--- src/rtl/colour_sequencer.sv ---
// rtl/colour_sequencer.sv - colour sequence store with RNG append, LED playback and move checking
// One shared read port; a check read takes precedence over playback.
module colour_sequencer #(
   parameter int DEPTH = 32,
   parameter int IDX_W = 6
) (
   input  logic             clk,
   input  logic             reset,
   input  logic             rst_seq,
   input  logic             load_colour,
   output logic             rng_req,
   input  logic             rng_ack,
   input  logic [1:0]       rng_colour,
   output logic [IDX_W-1:0] length,
   output logic             busy,
   output logic             overflow,
   input  logic             flash_clk,
   input  logic [IDX_W-1:0] play_index,
   output logic [3:0]       led,
   input  logic [3:0]       player_input,
   input  logic             check_req,
   output logic             result,
   output logic             result_valid
);

   localparam int AW = $clog2(DEPTH);

   typedef enum logic [2:0] {IDLE, REQ, WRITE, CHK_RD, CHK_CMP} state_t;

   state_t           state_q, state_d;
   logic [IDX_W-1:0] length_q, length_d;
   logic             overflow_q, overflow_d;
   logic             pending_q, pending_d;
   logic             rng_req_q, rng_req_d;
   logic [1:0]       colour_q, colour_d;
   logic [3:0]       led_q, led_d;
   logic             result_q, result_d;
   logic             result_valid_q, result_valid_d;

   logic [1:0]       mem_q [DEPTH];

   logic             addr_valid;
   logic [AW-1:0]    rd_addr;
   logic [1:0]       rd_colour;
   logic [3:0]       rd_onehot;
   logic             full;
   logic             load_ok;
   logic             check_taken;
   logic             mem_we;

   // Entry p = length - play_index; only formed for valid indices so the low bits suffice.
   assign addr_valid = (play_index != '0) && (play_index <= length_q);
   assign rd_addr    = addr_valid ? (length_q[AW-1:0] - play_index[AW-1:0]) : '0;
   assign rd_colour  = mem_q[rd_addr];
   assign rd_onehot  = 4'b0001 << rd_colour;

   assign full        = (length_q == IDX_W'(DEPTH));
   assign load_ok     = (state_q == IDLE) && load_colour && !full;
   assign check_taken = (state_q == IDLE) && !load_ok && (check_req || pending_q);
   assign mem_we      = (state_q == WRITE) && !full;

   always_comb begin
      state_d        = state_q;
      length_d       = length_q;
      overflow_d     = overflow_q;
      pending_d      = pending_q;
      rng_req_d      = rng_req_q;
      colour_d       = colour_q;
      result_d       = result_q;
      result_valid_d = 1'b0;

      if (state_q == CHK_RD) begin
         led_d = led_q;
      end else if (flash_clk && addr_valid && (state_q != WRITE)) begin
         led_d = rd_onehot;
      end else begin
         led_d = 4'b0000;
      end

      case (state_q)
         IDLE: begin
            if (load_ok) begin
               state_d   = REQ;
               rng_req_d = 1'b1;
            end else if (check_req || pending_q) begin
               state_d = CHK_RD;
            end
         end
         REQ: begin
            if (rng_ack) begin
               colour_d  = rng_colour;
               rng_req_d = 1'b0;
               state_d   = WRITE;
            end
         end
         WRITE: begin
            if (!full) begin
               length_d = length_q + IDX_W'(1);
            end
            state_d = IDLE;
         end
         CHK_RD: begin
            result_d       = addr_valid && (player_input == rd_onehot);
            result_valid_d = 1'b1;
            state_d        = CHK_CMP;
         end
         CHK_CMP: begin
            state_d = IDLE;
         end
         default: begin
            state_d = IDLE;
         end
      endcase

      if (load_colour && ((state_q != IDLE) || full)) begin
         overflow_d = 1'b1;
      end

      // A check arriving while the pending slot is still occupied is dropped.
      if (check_taken) begin
         pending_d = pending_q && check_req;
      end else if (check_req) begin
         if (pending_q) begin
            overflow_d = 1'b1;
         end else begin
            pending_d = 1'b1;
         end
      end

      if (rst_seq) begin
         state_d        = IDLE;
         length_d       = '0;
         overflow_d     = 1'b0;
         pending_d      = 1'b0;
         rng_req_d      = 1'b0;
         result_valid_d = 1'b0;
      end
   end

   always_ff @(posedge clk or negedge reset) begin
      if (!reset) begin
         state_q        <= IDLE;
         length_q       <= '0;
         overflow_q     <= 1'b0;
         pending_q      <= 1'b0;
         rng_req_q      <= 1'b0;
         colour_q       <= 2'b00;
         led_q          <= 4'b0000;
         result_q       <= 1'b0;
         result_valid_q <= 1'b0;
      end else begin
         state_q        <= state_d;
         length_q       <= length_d;
         overflow_q     <= overflow_d;
         pending_q      <= pending_d;
         rng_req_q      <= rng_req_d;
         colour_q       <= colour_d;
         led_q          <= led_d;
         result_q       <= result_d;
         result_valid_q <= result_valid_d;
      end
   end

   always_ff @(posedge clk) begin
      if (mem_we) begin
         mem_q[length_q[AW-1:0]] <= colour_q;
      end
   end

   assign rng_req      = rng_req_q;
   assign length       = length_q;
   assign busy         = (state_q != IDLE);
   assign overflow     = overflow_q;
   assign led          = led_q;
   assign result       = result_q;
   assign result_valid = result_valid_q;

endmodule

--- config.mk ---
export PLATFORM = sky130hd
export DESIGN_NAME = colour_sequencer
export DESIGN_NICKNAME = d
export VERILOG_FILES = /design/src/rtl/colour_sequencer.sv
export SDC_FILE = /design/constraint.sdc
export NUM_CORES = 1
export LEC_CHECK = 0
export ABC_AREA = 1
export BUFFER_PORTS_ARGS = -buffer_cell sky130_fd_sc_hd__buf_2
export CORE_ASPECT_RATIO = 1.5
export CORE_MARGIN = 1
export CORE_UTILIZATION = 54
export CTS_CLUSTER_DIAMETER = 40
export DETAILED_ROUTE_END_ITERATION = 8
export PLACE_DENSITY = 0.82
export REMOVE_ABC_BUFFERS = 1
export SYNTH_ARGS = -nofsm -noshare
export SYNTH_HDL_FRONTEND = slang
export SYNTH_SLANG_ARGS = --single-unit
--- constraint.sdc ---
create_clock -name clk -period 2.5 [get_ports clk]
set_clock_uncertainty 0.05 [all_clocks]
set_input_delay 0.125 -clock clk [delete_from_list [all_inputs] [get_ports clk]]
set_output_delay 0.125 -clock clk [all_outputs]
set_load 0.01 [all_outputs]
# Word level (Yosys, flattened, before mapping)
# Memories as Yosys holds them, arrays and structs flattened.
# Index checks and enable logic that the tools add are counted.
# Widths: inputs -> output; s select.
[word_totals] ff_bits=20 mem_bits_rw=64 input_bits=19 wordCells=75 n_memories=1
[memory_table] name="mem_q" depth=32 word_bits=2 rd=1 rd_ports_with_merged_regs=0 write_ports=1 line_no="40" source="logic [1:0] mem_q [DEPTH];"
[op_classes] n_addsub=2 n_lt_le_gt_ge=1 n_eq_ne=10 n_shift=1 mux=26 reduce_logical=25
[ops] op="$mux 6" n=3
[ops] op="$mux 1" n=15
[ops] op="$mux 3" n=4
[ops] op="$logic_and 1x1->1" n=11
[ops] op="$pmux 3 s3" n=1
[ops] op="$reduce_bool 3->1" n=3
[ops] op="$add 6x1->6 const B" n=1
[ops] op="$eq 3x2->1 const B" n=2
[ops] op="$eq 6x6->1 const B" n=1
[ops] op="$le 6x6->1" n=1
[ops] op="$ne 3x3->1 const B" n=2
[ops] op="$reduce_and 2->1" n=3
[ops] op="$reduce_bool 6->1" n=1
[ops] op="$mux 5" n=1
[ops] op="$sub 5x5->5" n=1
[ops] op="$eq 4x4->1" n=1
[ops] op="$mux 4" n=1
[ops] op="$ne 4x3->1 const B" n=1
[ops] op="$shl 1x2->4 const A" n=1
[ops] op="$eq 3x1->1 const B" n=1
[ops] op="$logic_not 3->1" n=1
[ops] op="$ne 3x2->1 const B" n=1
[ops] op="$reduce_and 3->1" n=1
[ops] op="$logic_not 1->1" n=2
[ops] op="other kinds (4)" n=5

# Longest topological paths before layout
[logic_depth] depth_word=8 ltp_mapped=23 mapped_depth_nobuf=23

# Worst setup path before layout
# OpenSTA, ideal clock, no wires.
[synth_timing] path_type="reg2reg" from="reg length_q[3] (netlist: length[3])" to="reg result_q (netlist: result)" setup_ns=0.065 t_arrival_ns=2.549 slack_ns=-0.164 path_stages_with_launch=23 path_buffers=2 synth_period_minus_slack_ns=2.664 cell_sequence="dfrtp_1 clkbuf_1 inv_1 ha_1 nand2_1 nor2_2 nand3_2 nand2_4 nand3_4 buf_6 nand2_1 nand3_1 nand3_1 nand3_1 nand2_1 nand2_1 nand2_1 nand2_1 nand2_1 nand2_1 nor2_1 nand2_1 nand2_1"
[synth_via] elab_chain_len=7 word_cells_on_any_way=8 cone_classes="add/sub: 1; order compare: 1; eq/ne: 1; shift: 1; mux: 1; reduce/logical: 2; memory: 1"
[synth_lines] element="from (decl)" line_no="31" source="logic [IDX_W-1:0] length_q, length_d;"
[synth_lines] element="from (signal assigned)" line_no="153" source="length_q <= length_d;"
[synth_lines] element="$le 6x6->1" line_no="52" source="assign addr_valid = (play_index != '0) && (play_index <= length_q);"
[synth_lines] element="$logic_and 1x1->1" line_no="52"
[synth_lines] element="$mux 5" line_no="53" source="assign rd_addr = addr_valid ? (length_q[AW-1:0] - play_index[AW-1:0]) : '0;"
[synth_lines] element="$mem_v2 32x2"
[synth_lines] element="$shl 1x2->4" line_no="55" source="assign rd_onehot = 4'b0001 << rd_colour;"
[synth_lines] element="$eq 4x4->1" line_no="103" source="result_d = addr_valid && (player_input == rd_onehot);"
[synth_lines] element="$logic_and 1x1->1 *" line_no="103"
[synth_lines] element="to (signal assigned)" line_no="159" source="result_q <= result_d;"
[synth_lines] element="to (decl)" line_no="37" source="logic result_q, result_d;"
# Every way passes the cells marked *; elsewhere a longest branch is shown, timed or not.
# A chain may end at the register's enable or synchronous reset.

# Final worst setup path
[layout_timing] from="reg length_q[5] (netlist: length[5])" to="reg result_q (netlist: result)"
[layout_via] elab_chain_len=7
[layout_lines] element="$le 6x6->1 *" line_no="52"
[layout_lines] element="$logic_and 1x1->1 *" line_no="52"
[layout_lines] element="$mux 5" line_no="53"
[layout_lines] element="$mem_v2 32x2"
[layout_lines] element="$shl 1x2->4" line_no="55"
[layout_lines] element="$eq 4x4->1" line_no="103"
[layout_lines] element="$logic_and 1x1->1 *" line_no="103"
# Marked as above.

==> metrics.cfg <==
[finish]
fillers=471
layout.nets=598
drive_above_1_share_pct=31.5
regArea_mm2=0.00242
final_common_cell=nand2_1
n_antenna_cell=0
layout_common_cells=77 x nand2_1, 64 x nor2_1, 64 x edfxtp_1, 58 x inv_1, 42 x nand3_1
syn2layout_area_growth_pct=30.9
multiInputGateArea_mm2=0.00194

[sta]
whs_ns=0.0266
max_freq_mhz=349
final_hold_viol_count=0
post-route-period-util_pct=115
setup_viol_count_final=5
fin_ws_ns=-0.367
fin_crit_ns=2.87
rsz0062_at_grt=yes
maxSlewHeadroom_pct=67.8
finalSetupTns_ns=-1.02
slew_viol_final=0
worst_pin_slew_ns=0.482

[hold_path]
hold-path-cell-count=2
hold_path.class=in -> reg

[drt]
drc_errors=0
vias_per_cell=6.07
ant_nets=0
avgRoutedWirePerCell_um=19.5
initialDrtViolationCount=526
drt-total-wl_um=13100
vias=4076
first_pass_iters=7

[die]
die_w_um=75.5
die-area_mm2=0.00847
start_util_pct=56.7
boundaryPins=34
die_h_um=112
core_mm2=0.00771
rows=39

[synthesis]
synth_warnings=0
yosysTopAreaCell=edfxtp_1
ys_seq_area_share_pct=55.4
syn_area_mm2=0.00437
ys_types=36
synth_area_leaders=edfxtp_1 44%, dfrtp_1 11%, nand2_1 8.4%, nand3_1 7.3%, nor2_1 5.7%
postSynthCellCount=477
syn-mean-instance-area_um2=9.17
ys_ff_latch=84
yosys.area.top_type_share_pct=43.9

[place]
port_buffers=33
dp_hpwl_um=7940
routabilityCongestion=0.918
pre_cts_ws_ns=-0.243

[clocking]
cts_tree=yes
numCtsBuffers=9
path_clk_slew_ns=0.06
cts.sinks=84
htreeDepth=3
cts_buffer_depth=2
cts_root_buf=clkbuf_16
clk-insertion-delay-late_ns=0.35

[global_routing]
grt.met3_usage_pct=5.66
antenna_found_initial=0
busiest_layer=met2
grt_pass1_wl_um=19900
overflow=0
grt_usage_pct=32.5
met2_usage_pct=56.0
grt_pass1_vias=4141
grt_max_degree=33
use_met1_pct=34.6

[outcome]
status=finished with violations
violations=setup timing

[flow_run]
max-cap-violations=0

[power]
powerDensity_mw_per_mm2=761
p_leak_nw=2.55
ir_worst_vdd_v=0.000889

[setup_path]
cp_data_required_time_ns=2.73
critPathMaxFanout=6
startpoint_type=register
arrival_ns=3.10
worstSetupPathType=reg -> reg
ff2ff_path_depth=23
cp-end-kind=register

-- power breakdown --
group	internal, mW	switching (mW)
Combinational	0.474	0.877
Clock	0.673	0.563
Sequential	1.73	0.0422
Total	2.88	1.48
-- cell type report --
type	instances	share of cell area, %
multi-input combinational	314	33.9
inverter	66	4.41
clock buffer	10	4.00
timing repair buffer	89	12.5
sequential	84	42.3
clock inverter	6	0.721
tap	102	2.23
-- Yosys cell counts (all sizes together) --
cell / n
a2111oi: 1
a211oi: 2
a21oi: 10
buf: 7
clkbuf: 7
clkinv: 1
dfrtp: 20
edfxtp: 64
fa: 1
ha: 14
inv: 65
mux2: 2
nand2: 100
nand3: 69
nand3b: 2
nand4: 25
nor2: 68
nor3: 2
nor4: 1
o211ai: 1
o21ai: 7
o22a: 1
o22ai: 1
or2: 3
xnor2: 2
xor2: 1
-- registers in the layout, summed over array words and instances (netlist names) --
| register | count |
|---|---|
| led | 4 |
| overflow | 1 |
| length | 6 |
| result_valid | 1 |
| state_q | 3 |
| rng_req | 1 |
| mem_q | 64 |
| result | 1 |
| colour_q | 2 |
| pending_q | 1 |
-- routing by layer --
metal	vias to the layer above	wire length [um]
li1	1781	-
met1	1917	4330
met2	308	7010
met3	70	985
met4	0	745
met5	-	0
-- worst max-delay path, stage by stage, from the launching register on --
cell and delay (ns):
dfrtp_1 0.41, inv_2 0.09, ha_4 0.21, nand2_4 0.08, inv_1 0.06, nand2_1 0.09
nand3_2 0.10, nand2_4 0.11, buf_12 0.11, nand3_4 0.16, buf_8 0.20, nand2_1 0.07
nand2_1 0.11, nand3_2 0.11, nand3_2 0.10, nand2_2 0.08, nand2_1 0.07, nand2_2 0.14
nand2_4 0.07, nand2_2 0.06, nand2_1 0.07, nor2_2 0.11, nand2_1 0.07, nand2_1 0.06
-- final timing paths --
check / startpoint / endpoint / slack, ns
setup / recovery: length[5] / result / -0.37
hold / removal: rst_seq / rng_req / 0.03
setup reg to reg: length[5] / result / -0.37
hold reg to reg: result / result / 0.45
max in group asynchronous: reset / length[1] / 1.86
min in group asynchronous: reset / state_q[0] / 0.22
-- kinds of logic after synthesis --
family                     share of synthesized area, %
adders and majority gates                          4.46
AOI/OAI and AO/OA                                  3.00
xor gates and xnor gates                          0.601
muxes                                             0.515
and+or+nand+nor                                    28.6
DFF                                                55.4
buffers and inverters                              7.44
-- timing repair --
action,4_1_cts,5_1_grt
resized for setup,54,30
hold endpoints to repair,22,0
cloned,3,0
endpoints found under the setup margin,5,5
pin swaps,23,22
hold buffers,3,0
buffers inserted,5,5
-- through the flow --
step / cell area (um^2) / utilization (%) / total power [mW] / cells
2_1_floorplan: 4300 / - / 2.40 / 463
3_3_place_gp: 4930 / 64.0 / 2.81 / 639
3_5_place_dp: 4930 / 64.0 / 2.84 / 639
4_1_cts: 5580 / 72.4 / 4.18 / 666
5_1_grt: 5730 / 74.3 / 4.47 / 671
6_report: 5730 / 74.3 / 4.36 / 671
Note: power is estimated with default switching activity, not from simulation.
